===== config.mk =====
export PLATFORM = sky130hd
export DESIGN_NAME = spi_slave_link
export DESIGN_NICKNAME = d
export VERILOG_FILES = /design/src/rtl/spi_link_pkg.sv /design/src/rtl/spi_slave_link_sync_edge.sv /design/src/rtl/spi_slave_link.sv
export SDC_FILE = /design/constraint.sdc
export NUM_CORES = 1
export LEC_CHECK = 0
export ABC_AREA = 0
export BUFFER_PORTS_ARGS = -buffer_cell sky130_fd_sc_hd__buf_4
export CAP_MARGIN = 20
export CORE_UTILIZATION = 40
export CTS_BUF_LIST = sky130_fd_sc_hd__clkbuf_8
export DETAILED_ROUTE_END_ITERATION = 8
export GPL_ROUTABILITY_DRIVEN = 0
export SETUP_SLACK_MARGIN = 0.4
export SKIP_LAST_GASP = 1
export SYNTH_ARGS = -nofsm -noshare
export SYNTH_HDL_FRONTEND = slang
export SYNTH_SLANG_ARGS = --single-unit

===== constraint.sdc =====
create_clock -name clk -period 4 [get_ports clk]
set_input_delay 0.2 -clock clk [delete_from_list [all_inputs] [get_ports clk]]
set_output_delay 0.2 -clock clk [all_outputs]
set_load 0.02 [all_outputs]

===== src/rtl/spi_link_pkg.sv =====
// Shared types and constants for the SPI slave link: FSM states,
// synchronizer depth and the default word sent when nothing is buffered.
package spi_link_pkg;

  typedef enum logic {
    IDLE   = 1'b0,
    ACTIVE = 1'b1
  } state_e;

  localparam int SYNC_DEPTH = 2;

  // Sliced to WIDTH by the top; supports words up to 64 bits.
  localparam logic [63:0] DEFAULT_IDLE_WORD = '1;

endpackage


===== src/rtl/spi_slave_link_sync_edge.sv =====
// Multi-flop synchronizer for one asynchronous input, with registered
// rise/fall pulses. Edge-to-pulse latency is SYNC_DEPTH+1 clk cycles.
module sync_edge
  import spi_link_pkg::*;
#(
  parameter logic RESET_VAL = 1'b0
) (
  input  logic clk,
  input  logic rst,
  input  logic async_in,
  output logic level,
  output logic rise,
  output logic fall
);

  logic [SYNC_DEPTH-1:0] sync_q, sync_d;
  logic [SYNC_DEPTH:0]   fill_q, fill_d;
  logic                  level_q, level_d;
  logic                  rise_q, rise_d;
  logic                  fall_q, fall_d;

  // Edges stay masked until the pipeline holds only real samples, so a pin
  // that differs from RESET_VAL at reset release never fakes an edge.
  always_comb begin
    sync_d  = {sync_q[SYNC_DEPTH-2:0], async_in};
    fill_d  = {fill_q[SYNC_DEPTH-1:0], 1'b1};
    level_d = sync_q[SYNC_DEPTH-1];
    rise_d  = fill_q[SYNC_DEPTH] &  level_d & ~level_q;
    fall_d  = fill_q[SYNC_DEPTH] & ~level_d &  level_q;
  end

  // NOTE: sequential state uses non-blocking assignments only, so every
  // flop samples its pre-edge inputs regardless of statement order.
  always_ff @(posedge clk) begin
    if (rst) begin
      sync_q  <= {SYNC_DEPTH{RESET_VAL}};
      fill_q  <= '0;
      level_q <= RESET_VAL;
      rise_q  <= 1'b0;
      fall_q  <= 1'b0;
    end else begin
      sync_q  <= sync_d;
      fill_q  <= fill_d;
      level_q <= level_d;
      rise_q  <= rise_d;
      fall_q  <= fall_d;
    end
  end

  assign level = level_q;
  assign rise  = rise_q;
  assign fall  = fall_q;

endmodule


===== src/rtl/spi_slave_link.sv =====
// SPI mode-0 slave bridged into the clk domain: one-word transmit buffer,
// word-wide shift registers and a two-state frame FSM.
module spi_slave_link
  import spi_link_pkg::*;
#(
  parameter int               WIDTH     = 8,
  parameter logic [WIDTH-1:0] IDLE_WORD = DEFAULT_IDLE_WORD[WIDTH-1:0]
) (
  input  logic             clk,
  input  logic             rst,
  input  logic             spi_clk,
  input  logic             spi_cs,
  input  logic             spi_si,
  output logic             spi_so,
  output logic             spi_so_oe,
  input  logic [WIDTH-1:0] tx_data,
  input  logic             tx_valid,
  output logic             tx_ready,
  output logic [WIDTH-1:0] rx_data,
  output logic             rx_valid,
  output logic             tx_underrun,
  output logic             frame_err,
  output logic             busy
);

  localparam int               CNT_W    = (WIDTH > 1) ? $clog2(WIDTH) : 1;
  localparam logic [CNT_W-1:0] LAST_BIT = CNT_W'(WIDTH - 1);

  logic clk_rise, clk_fall, clk_level_unused;
  logic cs_rise, cs_fall, cs_level;
  logic si_level, si_rise_unused, si_fall_unused;

  sync_edge #(.RESET_VAL(1'b0)) u_sync_clk (
    .clk(clk), .rst(rst), .async_in(spi_clk),
    .level(clk_level_unused), .rise(clk_rise), .fall(clk_fall)
  );

  sync_edge #(.RESET_VAL(1'b1)) u_sync_cs (
    .clk(clk), .rst(rst), .async_in(spi_cs),
    .level(cs_level), .rise(cs_rise), .fall(cs_fall)
  );

  sync_edge #(.RESET_VAL(1'b0)) u_sync_si (
    .clk(clk), .rst(rst), .async_in(spi_si),
    .level(si_level), .rise(si_rise_unused), .fall(si_fall_unused)
  );

  state_e           state_q, state_d;
  logic [WIDTH-1:0] buf_q, buf_d;
  logic             buf_full_q, buf_full_d;
  logic [WIDTH-1:0] shift_q, shift_d;
  logic             skip_q, skip_d;
  logic [WIDTH-2:0] rx_shift_q, rx_shift_d;
  logic [WIDTH-1:0] rx_data_q, rx_data_d;
  logic [CNT_W-1:0] bit_cnt_q, bit_cnt_d;
  logic             rx_valid_q, rx_valid_d;
  logic             tx_underrun_q, tx_underrun_d;
  logic             frame_err_q, frame_err_d;
  logic             busy_q, busy_d;
  logic             so_oe_q, so_oe_d;
  logic             reload;
  logic [WIDTH-1:0] rx_word;

  // NOTE: every signal written here gets a default first, so no path
  // through the block can leave one unassigned and infer a latch.
  always_comb begin
    state_d       = state_q;
    buf_d         = buf_q;
    buf_full_d    = buf_full_q;
    shift_d       = shift_q;
    skip_d        = skip_q;
    rx_shift_d    = rx_shift_q;
    rx_data_d     = rx_data_q;
    bit_cnt_d     = bit_cnt_q;
    rx_valid_d    = 1'b0;
    tx_underrun_d = 1'b0;
    frame_err_d   = 1'b0;
    reload        = 1'b0;
    rx_word       = {rx_shift_q, si_level};

    case (state_q)
      IDLE: begin
        if (cs_fall) begin
          state_d   = ACTIVE;
          bit_cnt_d = '0;
          reload    = 1'b1;
        end
      end
      ACTIVE: begin
        if (cs_rise) begin
          state_d     = IDLE;
          frame_err_d = (bit_cnt_q != '0);
          bit_cnt_d   = '0;
          skip_d      = 1'b0;
        end else begin
          if (clk_rise) begin
            rx_shift_d = rx_word[WIDTH-2:0];
            skip_d     = 1'b0;
            if (bit_cnt_q == LAST_BIT) begin
              bit_cnt_d  = '0;
              rx_data_d  = rx_word;
              rx_valid_d = 1'b1;
              reload     = 1'b1;
            end else begin
              bit_cnt_d = bit_cnt_q + 1'b1;
            end
          end
          // A reload on the last rising edge already presents the new MSB.
          if (clk_fall) begin
            if (skip_q) skip_d  = 1'b0;
            else        shift_d = {shift_q[WIDTH-2:0], 1'b0};
          end
        end
      end
      default: state_d = IDLE;
    endcase

    if (reload) begin
      if (buf_full_q) begin
        shift_d = buf_q;
      end else begin
        shift_d       = IDLE_WORD;
        tx_underrun_d = 1'b1;
      end
      buf_full_d = 1'b0;
      skip_d     = 1'b1;
    end

    // Acceptance looks at the pre-reload state, so a same-cycle write
    // never bypasses into the shift register.
    if (tx_valid && !buf_full_q) begin
      buf_d      = tx_data;
      buf_full_d = 1'b1;
    end

    busy_d  = (state_d == ACTIVE);
    so_oe_d = ~cs_level;
  end

  always_ff @(posedge clk) begin
    if (rst) begin
      state_q       <= IDLE;
      buf_q         <= '0;
      buf_full_q    <= 1'b0;
      shift_q       <= IDLE_WORD;
      skip_q        <= 1'b0;
      rx_shift_q    <= '0;
      rx_data_q     <= '0;
      bit_cnt_q     <= '0;
      rx_valid_q    <= 1'b0;
      tx_underrun_q <= 1'b0;
      frame_err_q   <= 1'b0;
      busy_q        <= 1'b0;
      so_oe_q       <= 1'b0;
    end else begin
      state_q       <= state_d;
      buf_q         <= buf_d;
      buf_full_q    <= buf_full_d;
      shift_q       <= shift_d;
      skip_q        <= skip_d;
      rx_shift_q    <= rx_shift_d;
      rx_data_q     <= rx_data_d;
      bit_cnt_q     <= bit_cnt_d;
      rx_valid_q    <= rx_valid_d;
      tx_underrun_q <= tx_underrun_d;
      frame_err_q   <= frame_err_d;
      busy_q        <= busy_d;
      so_oe_q       <= so_oe_d;
    end
  end

  assign spi_so      = shift_q[WIDTH-1];
  assign spi_so_oe   = so_oe_q;
  assign tx_ready    = ~buf_full_q;
  assign rx_data     = rx_data_q;
  assign rx_valid    = rx_valid_q;
  assign tx_underrun = tx_underrun_q;
  assign frame_err   = frame_err_q;
  assign busy        = busy_q;

endmodule


==> impl_metrics.yaml <==
status:
  status: "finished, final reports clean"
floorplanning:
  start_util_pct: 41.5
  die_w_um: 74.8
  die_h_um: 74.8
  die-area_sq_mm: 0.00559
  coreArea_sq_mm: 0.00511
  rows: 26
  io_pins: 29
routing:
  wl_per_cell_um: 12.2
  viasPerCell: 4.87
  first_iter_violations: 76
  route.antenna.remaining_nets: 0
  drcViolationCount: 0
  first_pass_iters: 4
  num_vias: 1606
  wl_mm: 4.03
clock_tree:
  htreeDepth: 3
  tritoncts: "built"
  clkLatencyLatePin_ns: 0.32
  cts_made_buffers: 9
  cts.sinks: 57
  cts_buffer_depth: 2
  clk_pin_slew_ns: 0.06
  hold_buffers: 0
  cts_repair_resize_count: 0
  root_buffer: "clkbuf_8"
  cts_setup_buffers: 0
timing:
  tns_ns: 0
  whs_ns: 0.0540
  drv_slew: 0
  setup_violations: 0
  rsz0062_at_grt: "false"
  slew_headroom_pct: 40.4
  finalHoldViolCount: 0
  worstMarginPinSlew_ns: 0.889
  fin_ws_ns: 1.72
  final.min_clock_period_ns: 2.28
  period_share_pct: 57.0
  finClkSkew_ns: 0.00507
  max_freq_mhz: 439
final_layout:
  finish.utilization_pct: 49.5
  synthToLayoutAreaGrowth_pct: 19.4
  multiInputGateArea_sq_um: 856
  layoutNonFillerInstCount: 330
  nNetsFinal: 272
  regArea_sq_mm: 0.00114
  n_fill_cell: 503
  antenna_cells: 0
  drive_gt1_share_pct: 19.6
setup_path:
  crit_type: "reg -> reg"
  max_stage_delay_ns: 0.87
  crit_chain: "ha_1, ha_1, nand4b_1, a211oi_1, a32oi_1"
  crit_top_cell: "ha_1"
  crit_start: "bit_cnt_q[0]"
  reg2reg_to: "shift_q[7]"
  worstPathArrival_ns: 2.43
  worstPathMaxFanout: 11
  endpoint_kind: "register"
  worstSetupEndpoint: "shift_q[7]"
  cp_slowest_cell: "a211oi_1"
  worstRegToRegCells: 5
  rr_startpoint: "bit_cnt_q[0]"
  crit_path_start_kind: "register"
  worstPathRequired_ns: 4.15
  r2r_slack_ns: 1.72
synthesis:
  yosys_warnings: 0
  synth_area_per_cell_sq_um: 9.17
  ys_seq_area_share_pct: 53.9
  synth_nets: 248
  ys_types: 32
  synth_seq_cells: 57
  synthCells: 231
  syn_area_sq_mm: 0.00212
global_route:
  met2_usage_pct: 23.9
  globalRouteOverflowTotal: 0
  grt.total_usage_pct: 16.2
  grt_pass1_wl_mm: 6.50
  met1_usage_pct: 20.7
  grt_max_degree: 48
  antenna_found_initial: 0
  grt-busiest-layer: "met2"
  grt_pass1_vias: 1384
  met3_usage_pct: 6.83
hold_path:
  hp-start: "spi_cs"
  min_path_type: "in -> reg"
placed_design:
  post-dp-hpwl_mm: 2.61
  post-place-ws_ns: 1.71
  port_buffers: 28
  dp.cells: 314
run:
  maxCapViolCount: 0
power:
  peakVddDrop_v: 0.000368
  power.leakage_nw: 0.940
  pwr_density_cell_mw_per_mm2: 446
==> flip-flops by register name (all words and copies together), names as in the netlist, 3 cells and up <==
register,count
buf_q,8
rx_data,8
shift_q,8
rx_shift_q,7
bit_cnt_q,3
u_sync_clk.fill_q,3
==> kinds of logic (layout without fill, tap and decap cells) <==
logic type | after synthesis | in the layout | synth area share, %
AOI/OAI and AO/OA | 50 | 50 | 14.4
DFF | 57 | 57 | 53.9
adders and majority gates | 3 | 3 | 1.77
and+or+nand+nor | 95 | 95 | 24.3
buffers and inverters | 26 | 55 | 5.73
==> layout by cell type, fill, tap and decap left out <==
cell type / n
a211oi_1: 1
a21oi_1: 28
a32oi_1: 7
and3b_2: 1
and4b_2: 1
buf_4: 28
clkbuf_8: 13
clkinv_2: 2
dfxtp_1: 57
ha_1: 3
inv_1: 12
nand2_1: 50
nand2b_1: 2
nand2b_4: 1
nand3_1: 1
nand3b_1: 1
nand4b_1: 2
nor2_1: 4
nor2_2: 1
nor2b_1: 11
nor3_1: 3
nor3_2: 1
nor3b_1: 6
o21ai_0: 4
o22ai_1: 1
o311ai_0: 1
o31ai_1: 8
or2_2: 3
or4b_1: 7
==> area by class of cell <==
| type | count | area share (%) |
|---|---|---|
| clock inverter | 3 | 0.544 |
| timing repair buffer | 28 | 8.31 |
| inverter | 11 | 1.63 |
| sequential | 57 | 45.1 |
| multi-input combinational | 148 | 33.8 |
| tap | 70 | 3.46 |
| clock buffer | 13 | 7.08 |
==> how the worst min path moves through the flow <==
stage	slack, ns	depth (start not counted)	end
2_1_floorplan	0.30	1	u_sync_cs.sync_q[0]
3_3_place_gp	0.38	2	u_sync_cs.sync_q[0]
3_5_place_dp	0.39	2	u_sync_cs.sync_q[0]
4_1_cts	0.04	2	u_sync_cs.sync_q[0]
5_1_grt	0.03	2	u_sync_cs.sync_q[0]
6_report	0.05	2	u_sync_cs.sync_q[0]
==> through the flow <==
step	instance area, sq um	total power [mW]
floorplan	2120	0.623
global placement	2340	0.640
detailed placement	2340	0.641
CTS	2530	1.14
global route	2530	1.18
finish	2530	1.13
==> metal layers <==
| layer | routed length [um] | share of wire, % | vias to the layer above |
|---|---|---|---|
| li1 | - | - | 839 |
| met1 | 1980 | 49 | 741 |
| met2 | 1850 | 46 | 22 |
| met3 | 150 | 3.7 | 4 |
| met4 | 51 | 1.3 | 0 |
| met5 | 0 | 0 | - |
==> synth_stat cells, drive strengths merged <==
library cell  number  area [sq um]
o21ai              4          20.0
inv               11          41.3
and3b              1          10.0
and4b              1          11.3
nand3              1          5.00
clkbuf            10          47.5
a211oi             1          7.51
nand2             50           188
o311ai             1          8.76
nor3b              6          45.0
nor3               4          25.0
nor2b             11          68.8
nand4b             2          17.5
a21oi             28           140
nor2               5          21.3
ha                 3          37.5
nand3b             1          7.51
a32oi              7          61.3
dfxtp             57          1140
o22ai              1          6.26
or4b               7          70.1
nand2b             3          26.3
o31ai              8          60.1
or2                3          18.8
buf                5          32.5
==> worst max-delay path, delay by kind of cell (launching register included) <==
family / cells / cell delay, ns
AO/OA/AOI/OAI: 2 / 0.97
AND/OR/NAND/NOR: 1 / 0.42
flip-flops: 1 / 0.37
adder cells (fa/ha/maj): 2 / 0.34
==> where the power goes <==
group,leakage [nW],internal [mW],switching (mW),total [mW]
Clock,0.107,0.288,0.212,0.500
Sequential,0.463,0.579,0.00578,0.585
Combinational,0.370,0.0183,0.0244,0.0427
Total,0.940,0.886,0.242,1.13
Note: power is estimated with default switching activity, not from simulation.
